$ cat config.mk
export PLATFORM = sky130hd
export DESIGN_NAME = window3x3_stream
export DESIGN_NICKNAME = d
export VERILOG_FILES = /design/src/rtl/window3x3_stream.sv
export SDC_FILE = /design/constraint.sdc
export NUM_CORES = 2
export LEC_CHECK = 0
export ABC_AREA = 1
export BUFFER_PORTS_ARGS = -buffer_cell sky130_fd_sc_hd__buf_2
export CAP_MARGIN = 20
export CORE_ASPECT_RATIO = 2
export CORE_MARGIN = 2
export CORE_UTILIZATION = 68
export DETAILED_ROUTE_END_ITERATION = 8
export PLACE_DENSITY = 0.85
export SETUP_SLACK_MARGIN = 0.4
export SYNTH_ARGS = -nofsm -noshare
export SYNTH_HDL_FRONTEND = slang
export SYNTH_SLANG_ARGS = --single-unit
$ cat constraint.sdc
create_clock -name clk -period 6.33 [get_ports clk]
set_clock_uncertainty 0.05 [all_clocks]
set_input_delay 0.633 -clock clk [delete_from_list [all_inputs] [get_ports clk]]
set_output_delay 0.633 -clock clk [all_outputs]
set_load 0.01 [all_outputs]
$ cat src/rtl/window3x3_stream.sv
// Streaming 3x3 neighbourhood generator: raster pixels in, interior windows out,
// two internal line buffers and a single registered output stage with backpressure.
module window3x3_stream #(
  parameter int PIX_W = 8,
  parameter int IMG_W = 128,
  parameter int IMG_H = 128
) (
  input  logic               clk,
  input  logic               rst,
  input  logic [PIX_W-1:0]   in_data,
  input  logic               in_valid,
  input  logic               in_sof,
  output logic               in_ready,
  output logic [9*PIX_W-1:0] out_win,
  output logic               out_valid,
  input  logic               out_ready,
  output logic               out_sof,
  output logic               out_eol,
  output logic               frame_done,
  output logic               err_sof
);

  localparam int CW = $clog2(IMG_W);
  localparam int RW = $clog2(IMG_H);
  localparam logic [CW-1:0] COL_LAST = CW'(IMG_W - 1);
  localparam logic [RW-1:0] ROW_LAST = RW'(IMG_H - 1);
  localparam logic [CW-1:0] COL_TWO  = CW'(2);
  localparam logic [RW-1:0] ROW_TWO  = RW'(2);

  logic [CW-1:0]        col;
  logic [RW-1:0]        row;
  logic [CW-1:0]        eff_col;
  logic [RW-1:0]        eff_row;
  logic                 accept;
  logic                 emit;
  logic                 at_origin;

  logic [PIX_W-1:0]     lb0 [IMG_W];
  logic [PIX_W-1:0]     lb1 [IMG_W];
  logic [PIX_W-1:0]     top_px;
  logic [PIX_W-1:0]     mid_px;

  logic [PIX_W-1:0]     win     [9];
  logic [PIX_W-1:0]     win_nxt [9];
  logic [9*PIX_W-1:0]   win_flat;

  assign in_ready  = !out_valid || out_ready;
  assign accept    = in_valid && in_ready;
  assign at_origin = (col == '0) && (row == '0);

  // An accepted in_sof forces the pixel to (0,0), whatever the counters say.
  assign eff_col = in_sof ? '0 : col;
  assign eff_row = in_sof ? '0 : row;

  assign top_px = lb1[eff_col];
  assign mid_px = lb0[eff_col];

  assign emit = accept && (eff_row >= ROW_TWO) && (eff_col >= COL_TWO);

  always_comb begin
    for (int r = 0; r < 3; r++) begin
      win_nxt[3*r]     = win[3*r+1];
      win_nxt[3*r + 1] = win[3*r+2];
      win_nxt[3*r + 2] = win[3*r+2];
    end
    win_nxt[2] = top_px;
    win_nxt[5] = mid_px;
    win_nxt[8] = in_data;
  end

  always_comb begin
    win_flat = '0;
    for (int k = 0; k < 9; k++) begin
      win_flat[k*PIX_W +: PIX_W] = win_nxt[k];
    end
  end

  // Storage is never cleared; stale contents are overwritten before any window uses them.
  always_ff @(posedge clk) begin
    if (accept) begin
      lb1[eff_col] <= mid_px;
      lb0[eff_col] <= in_data;
      for (int k = 0; k < 9; k++) begin
        win[k] <= win_nxt[k];
      end
    end
  end

  always_ff @(posedge clk or negedge rst) begin
    if (!rst) begin
      col        <= '0;
      row        <= '0;
      out_win    <= '0;
      out_valid  <= 1'b0;
      out_sof    <= 1'b0;
      out_eol    <= 1'b0;
      frame_done <= 1'b0;
      err_sof    <= 1'b0;
    end else begin
      frame_done <= accept && (eff_row == ROW_LAST) && (eff_col == COL_LAST);
      err_sof    <= accept && in_sof && !at_origin;

      if (accept) begin
        if (eff_col == COL_LAST) begin
          col <= '0;
          row <= (eff_row == ROW_LAST) ? '0 : eff_row + RW'(1);
        end else begin
          col <= eff_col + CW'(1);
          row <= eff_row;
        end
      end

      if (emit) begin
        out_win   <= win_flat;
        out_valid <= 1'b1;
        out_sof   <= (eff_row == ROW_TWO) && (eff_col == COL_TWO);
        out_eol   <= (eff_col == COL_LAST);
      end else if (out_ready) begin
        out_valid <= 1'b0;
      end
    end
  end

endmodule

Yosys cells after proc, flatten, opt, wreduce, memory -nomap -nowiden
Memories as Yosys holds them, arrays and structs flattened.
Cells that the tools add are included.
{"block": "word_totals", "register_bits": 91, "ramBits": 2120, "out_inout_bits": 78, "wordCells": 43, "memories": 3}
{"block": "classes", "addsub": 2, "n_lt_le_gt_ge": 2, "eq_ne": 4, "mux": 9, "reduce_logical": 15}
{"memory": "lb0", "words": 128, "width": 8, "read_ports": 1, "rd_ports_with_merged_regs": 0, "wr": 1, "line": "38", "rtl": "logic [PIX_W-1:0] lb0 [IMG_W];"}
{"memory": "lb1", "words": 128, "width": 8, "read_ports": 1, "rd_ports_with_merged_regs": 0, "wr": 1, "line": "39", "rtl": "logic [PIX_W-1:0] lb1 [IMG_W];"}
{"memory": "win", "words": 9, "width": 8, "read_ports": 6, "rd_ports_with_merged_regs": 0, "wr": 9, "line": "43", "rtl": "logic [PIX_W-1:0] win [9];"}
{"cell": "7-bit two-way mux", "count": 5}
{"cell": "7-bit by 1-bit adder with 7-bit output (second input constant)", "count": 2}
{"cell": "7-bit by 2-bit equality test with 1-bit output (second input constant)", "count": 2}
{"cell": "7-bit equality test (second input constant)", "count": 2}
{"cell": "7-bit by 2-bit greater-or-equal comparator with 1-bit output (second input constant)", "count": 2}
{"cell": "7-bit logical NOT", "count": 2}
{"cell": "1-bit logical AND", "count": 9}
{"cell": "1-bit two-way mux", "count": 4}
{"cell": "1-bit logical NOT", "count": 2}
{"cell": "2-bit nonzero test", "count": 1}
{"cell": "1-bit logical OR", "count": 1}

Logic depth before layout (Yosys ltp)
{"block": "logic_depth", "ltp_word": 6, "depth_mapped": 20}

Worst setup path after synthesis
Ideal clock, no wire load.
{"block": "synth_path", "kind": "input to register", "start": "input in_sof", "end": "memory lb1[0][4] (data pin)", "setup_ns": 0.918, "t_arrival_ns": 3.489, "required_ns": 5.362, "slack_ns": 1.874, "path_stages": 11, "n_path_buf": 4, "path_cell_list": "buf_6 inv_6 nand2_4 buf_2 buf_4 buf_4 o21ai_0 o211ai_1 o21a_1 nor2_1 nand3_1"}
{"block": "synth_via", "elab_chain_len": 2}
{"element": "start, declared", "line": "12", "rtl": "input logic in_sof,"}
{"element": "7-bit two-way mux", "line": "52", "rtl": "assign eff_col = in_sof ? '0 : col;"}
{"element": "memory read 128 x 8 bit"}
{"element": "via mid_px[4]", "line": "41", "rtl": "logic [PIX_W-1:0] mid_px;"}
{"element": "end, declared", "line": "39"}
The timed path passes the listed nets, and every way through them passes these cells.

Final worst setup path
{"block": "layout_path", "start": "register col[0]", "end": "memory lb1[20][3] (data pin)"}
{"block": "layout_via", "elab_chain_len": 2}
{"element": "start, declared", "line": "30", "rtl": "logic [CW-1:0] col;"}
{"element": "start signal, assigned", "line": "108", "rtl": "col <= eff_col + CW'(1);"}
{"element": "7-bit two-way mux", "line": "52"}
{"element": "memory read 128 x 8 bit"}
{"element": "via mid_px[3]", "line": "41"}
The timed path passes the listed nets, and every way through them passes these cells.

==> metrics.txt <==
result of the run finished, final reports clean; vias after detailed routing 66400; Yosys reg bits 2187; area share of and/or/nand/nor cells after synthesis 23.45%; setup violators final 0; worst endpoint required time 6.88 ns; Max-slew headroom 18.17%; share of the clock period used by the worst path 80.81%; kind of capture point of the worst setup path flip-flop; part of the Yosys area used for sequential elements 71.65%; path category of the worst min-delay check in2reg; total of max-cap violations 0; worst hold slack after final layout 0.04187 ns; Worst path most repeated cell nand2_1; count of synthesis-stage warnings from yosys 0; Core Area 132700 µm²; number of buffers between clock root and the deepest sink 3; least setup slack across all paths after layout 1.214 ns; total count of hold-check failures in the final report 0; critical path, cell by cell inv_4 > nor2_4 > buf_12 > buf_4 > nand2_1 > nand2_1 > nand2_1 > nand2_1 > nand2_1 > nand2_1 > nand2_1 > nand2_1 > nor2_1 > nand3_1 > or2_4 > buf_12; worst skew pair latency 0.84 ns; Starting DRT DRC Count 10010; data arrival time of the worst path 5.66 ns; leakage power total 0.04071 µW; Buf+Inv Stages, Crit Path 4; area of the die 137000 µm²; Final Instance Area 99600 µm²; setup repair after global routing missed its margin false; maximum cell stage delay along the critical path 0.77 ns; overflow left after global routing 0; complex-gate fraction of the synthesized area 1.900%; count of buffers inserted at the top-level ports 90; post-synthesis instance area 91020 µm²; standard cell area after detailed placement 94000 µm²; upper clock frequency limit 195.5 MHz; aggregate routed wire length 271.8 mm; end of the critical path lb1[20][3]; half-perimeter wire length after placement 161.9 mm; vias per std cell 6.243; Net Sw Frac 26.58%; most common library cell in the layout ignoring fill and taps nand2_1; antenna violations before repair 15; DRC 0; pins over their slew limit 0; all-layer global routing usage 39.78%; average routed wire per standard cell 25.55 µm; std cell rows 189; commonest non-fill, non-tap cells in the layout nand2_1 (5082), edfxtp_1 (2096), nor2_1 (385); maximum fanout count along the critical path 82; DR pass1 iterations 7; slack of the worst reg-to-reg path 1.21 ns; pin count of the biggest net entering global routing 127; die span in y 521.4 µm; gate count of the mapped netlist 8666; relative contribution of combinational cells to total power 12.8%; main combinational cell family by area after synthesis simple AND/OR/NAND/NOR gates; vias in the first global route 66300; CTS tree built; top-level I/O count 91; multiplexer fraction of the synthesized cell area 0%; clock network fraction of design power 34.4%; critical path launch point col[0]; destination of the worst register-to-register timing path lb1[20][3]; antenna-violating nets left 0; post-CTS sizing 0; RR Startpoint col[0]; minimum setup slack after placement 1.109 ns; clock root buffer clkbuf_16; x dimension of the die 262.7 µm; pin slew with the least headroom to its limit 1.215 ns; mean cell area of the mapped netlist 10.50 µm²; Switching Power 8400 µW; Register-to-Register Path Depth 16; # Post-CTS Setup Buffers 0; Pint 23200 µW; clock-pin slew reported for the worst setup and hold paths after clock tree synthesis 0.07 ns; GPL Wtd Cong 0.9810; net count after synthesis 8683; highest-delay cell along the critical path dfrtp_2; share of post-route cells with drive strength above 1 7.403%; maximum level of the CTS H-tree 4; Worst Setup Start Kind flip-flop; Post-Synth XOR/XNOR Area 0.02887%; total number of nets in the final design 8788; sequential cell fraction of total power 52.9%; ratio of total power to cell area 317.3 nW/µm²; post-synthesis adder-cell area fraction 0.05499%; global-route wire length before repair 399.0 mm; path length in cells of the critical path 16; min cycle time layout 5.116 ns; Inserted Clock Buffers 174; Distinct cells, synth 42; start-to-end type of the worst setup path reg2reg; worst supply voltage drop on vdd 0.0002620 V; accumulated negative setup slack 0 ns; number of sinks on the clock net 2187; number of buffers added to fix hold violations after cts 1; growth of design area from synthesis to finish 9.423%; initial cell density of the core 68.61%; Largest delay share family, worst path simple AND/OR/NAND/NOR gates
-- cell usage after synthesis --
cell type     n  area (µm²)
o211ai_1     17       127.6
nand2_1    5089       19100
o21a_1        3       22.52
o21ai_0     105       525.5
nor2_2        7       43.79
o2111ai_1     1       8.760
a21oi_1     150       750.7
nand2_2       2       12.51
a22oi_1       1       7.510
nand2_4       4       45.04
nor4_1        3       18.77
nand3b_1      3       22.52
a41oi_1       1       8.760
inv_2         9       33.78
inv_6         1       8.760
nor2_1      387        1453
o32ai_1       1       8.760
and2_1        1       6.260
or2_0         1       6.260
or2_1         4       25.02
nor3_2        2       20.02
inv_4         1       6.260
buf_6        15       168.9
nand3_1      84       420.4
buf_2       277        1386
nor3_1        1       5.000
dfrtp_1      91        2277
clkbuf_1     71       266.5
ha_1          4       50.05
buf_1        21       78.83
or2_2         5       31.28
nor2_4        5       56.30
nand4_1      12       75.07
a31oi_1       1       6.260
buf_4        51       382.9
edfxtp_1   2096       62940
o31ai_1       2       15.01
inv_1        84       315.3
o22ai_1       6       37.54
o21ai_1      42       210.2
clkinv_1      2       7.510
xor2_1        3       26.28
-- worst min-delay path by stage --
stage / startpoint / cells past startpoint / slack [ns] / endpoint
floorplan: rst / 0 / 0.29 / col[0]
global placement: win[4][7] / 2 / 0.37 / out_win[31]
detailed placement: win[7][3] / 2 / 0.38 / out_win[51]
CTS: out_ready / 4 / 0.03 / out_valid
global route: out_ready / 4 / 0.04 / out_valid
finish: out_ready / 4 / 0.04 / out_valid
-- final cells by class --
cell class,instances,area (µm²)
sequential,2187,65220
fill,7756,33070
multi-input combinational,5947,23260
clock buffer,222,4606
timing repair buffer,364,3008
tap,1719,2151
clock inverter,98,979.7
inverter,97,371.6
antenna,2,5.005
-- stage by stage --
step / util, % / instances / total power, µW
2_1_floorplan: - / 8666 / 19190
3_3_place_gp: 70.85 / 10310 / 20700
3_5_place_dp: 70.85 / 10310 / 20840
4_1_cts: 75.07 / 10630 / 31400
5_1_grt: 75.07 / 10640 / 32320
6_report: 75.08 / 10640 / 31600
-- worst reg2reg max path: stages, from the launching register on --
cell and delay [ns]:
dfrtp_2 0.77, inv_4 0.16, nor2_4 0.64, buf_12 0.40, buf_4 0.53, nand2_1 0.13, nand2_1 0.10, nand2_1 0.06
nand2_1 0.08, nand2_1 0.06, nand2_1 0.13, nand2_1 0.20, nand2_1 0.26, nor2_1 0.08, nand3_1 0.21, or2_4 0.63
buf_12 0.37
-- state kept, by name (all words and copies together) (netlist names) --
name        cells
lb0          1024
row             7
out_sof         1
lb1          1024
win            48
out_valid       1
frame_done      1
out_eol         1
col             7
err_sof         1
out_win        72
-- power by group through the flow --
| stage | logic, µW | clock network, µW | registers, µW |
|---|---|---|---|
| floorplan | 2020 | 0 | 17200 |
| global placement | 3690 | 0 | 17000 |
| detailed placement | 3830 | 0 | 17000 |
| CTS | 3880 | 10800 | 16700 |
| global route | 4260 | 11300 | 16700 |
| finish | 4040 | 10900 | 16700 |
-- cells by family (layout without fill, tap and decap cells) --
kind of cell,Yosys count,after routing
simple gates,5610,5610
flops,2187,2187
buf+inv,532,781
compound gates,330,330
fa+ha+maj,4,4
xor+xnor,3,3
other cells,0,2
-- routing by layer --
layer / share of wire (%) / up-vias / GRT usage, %
met2: 48 / 5277 / 64.75
met4: 11 / 18 / 35.93
li1: - / 28520 / -
met3: 12 / 1517 / 9.432
met1: 30 / 31070 / 43.56
met5: 0.039 / - / 0
(Power assumes the default switching activity.)
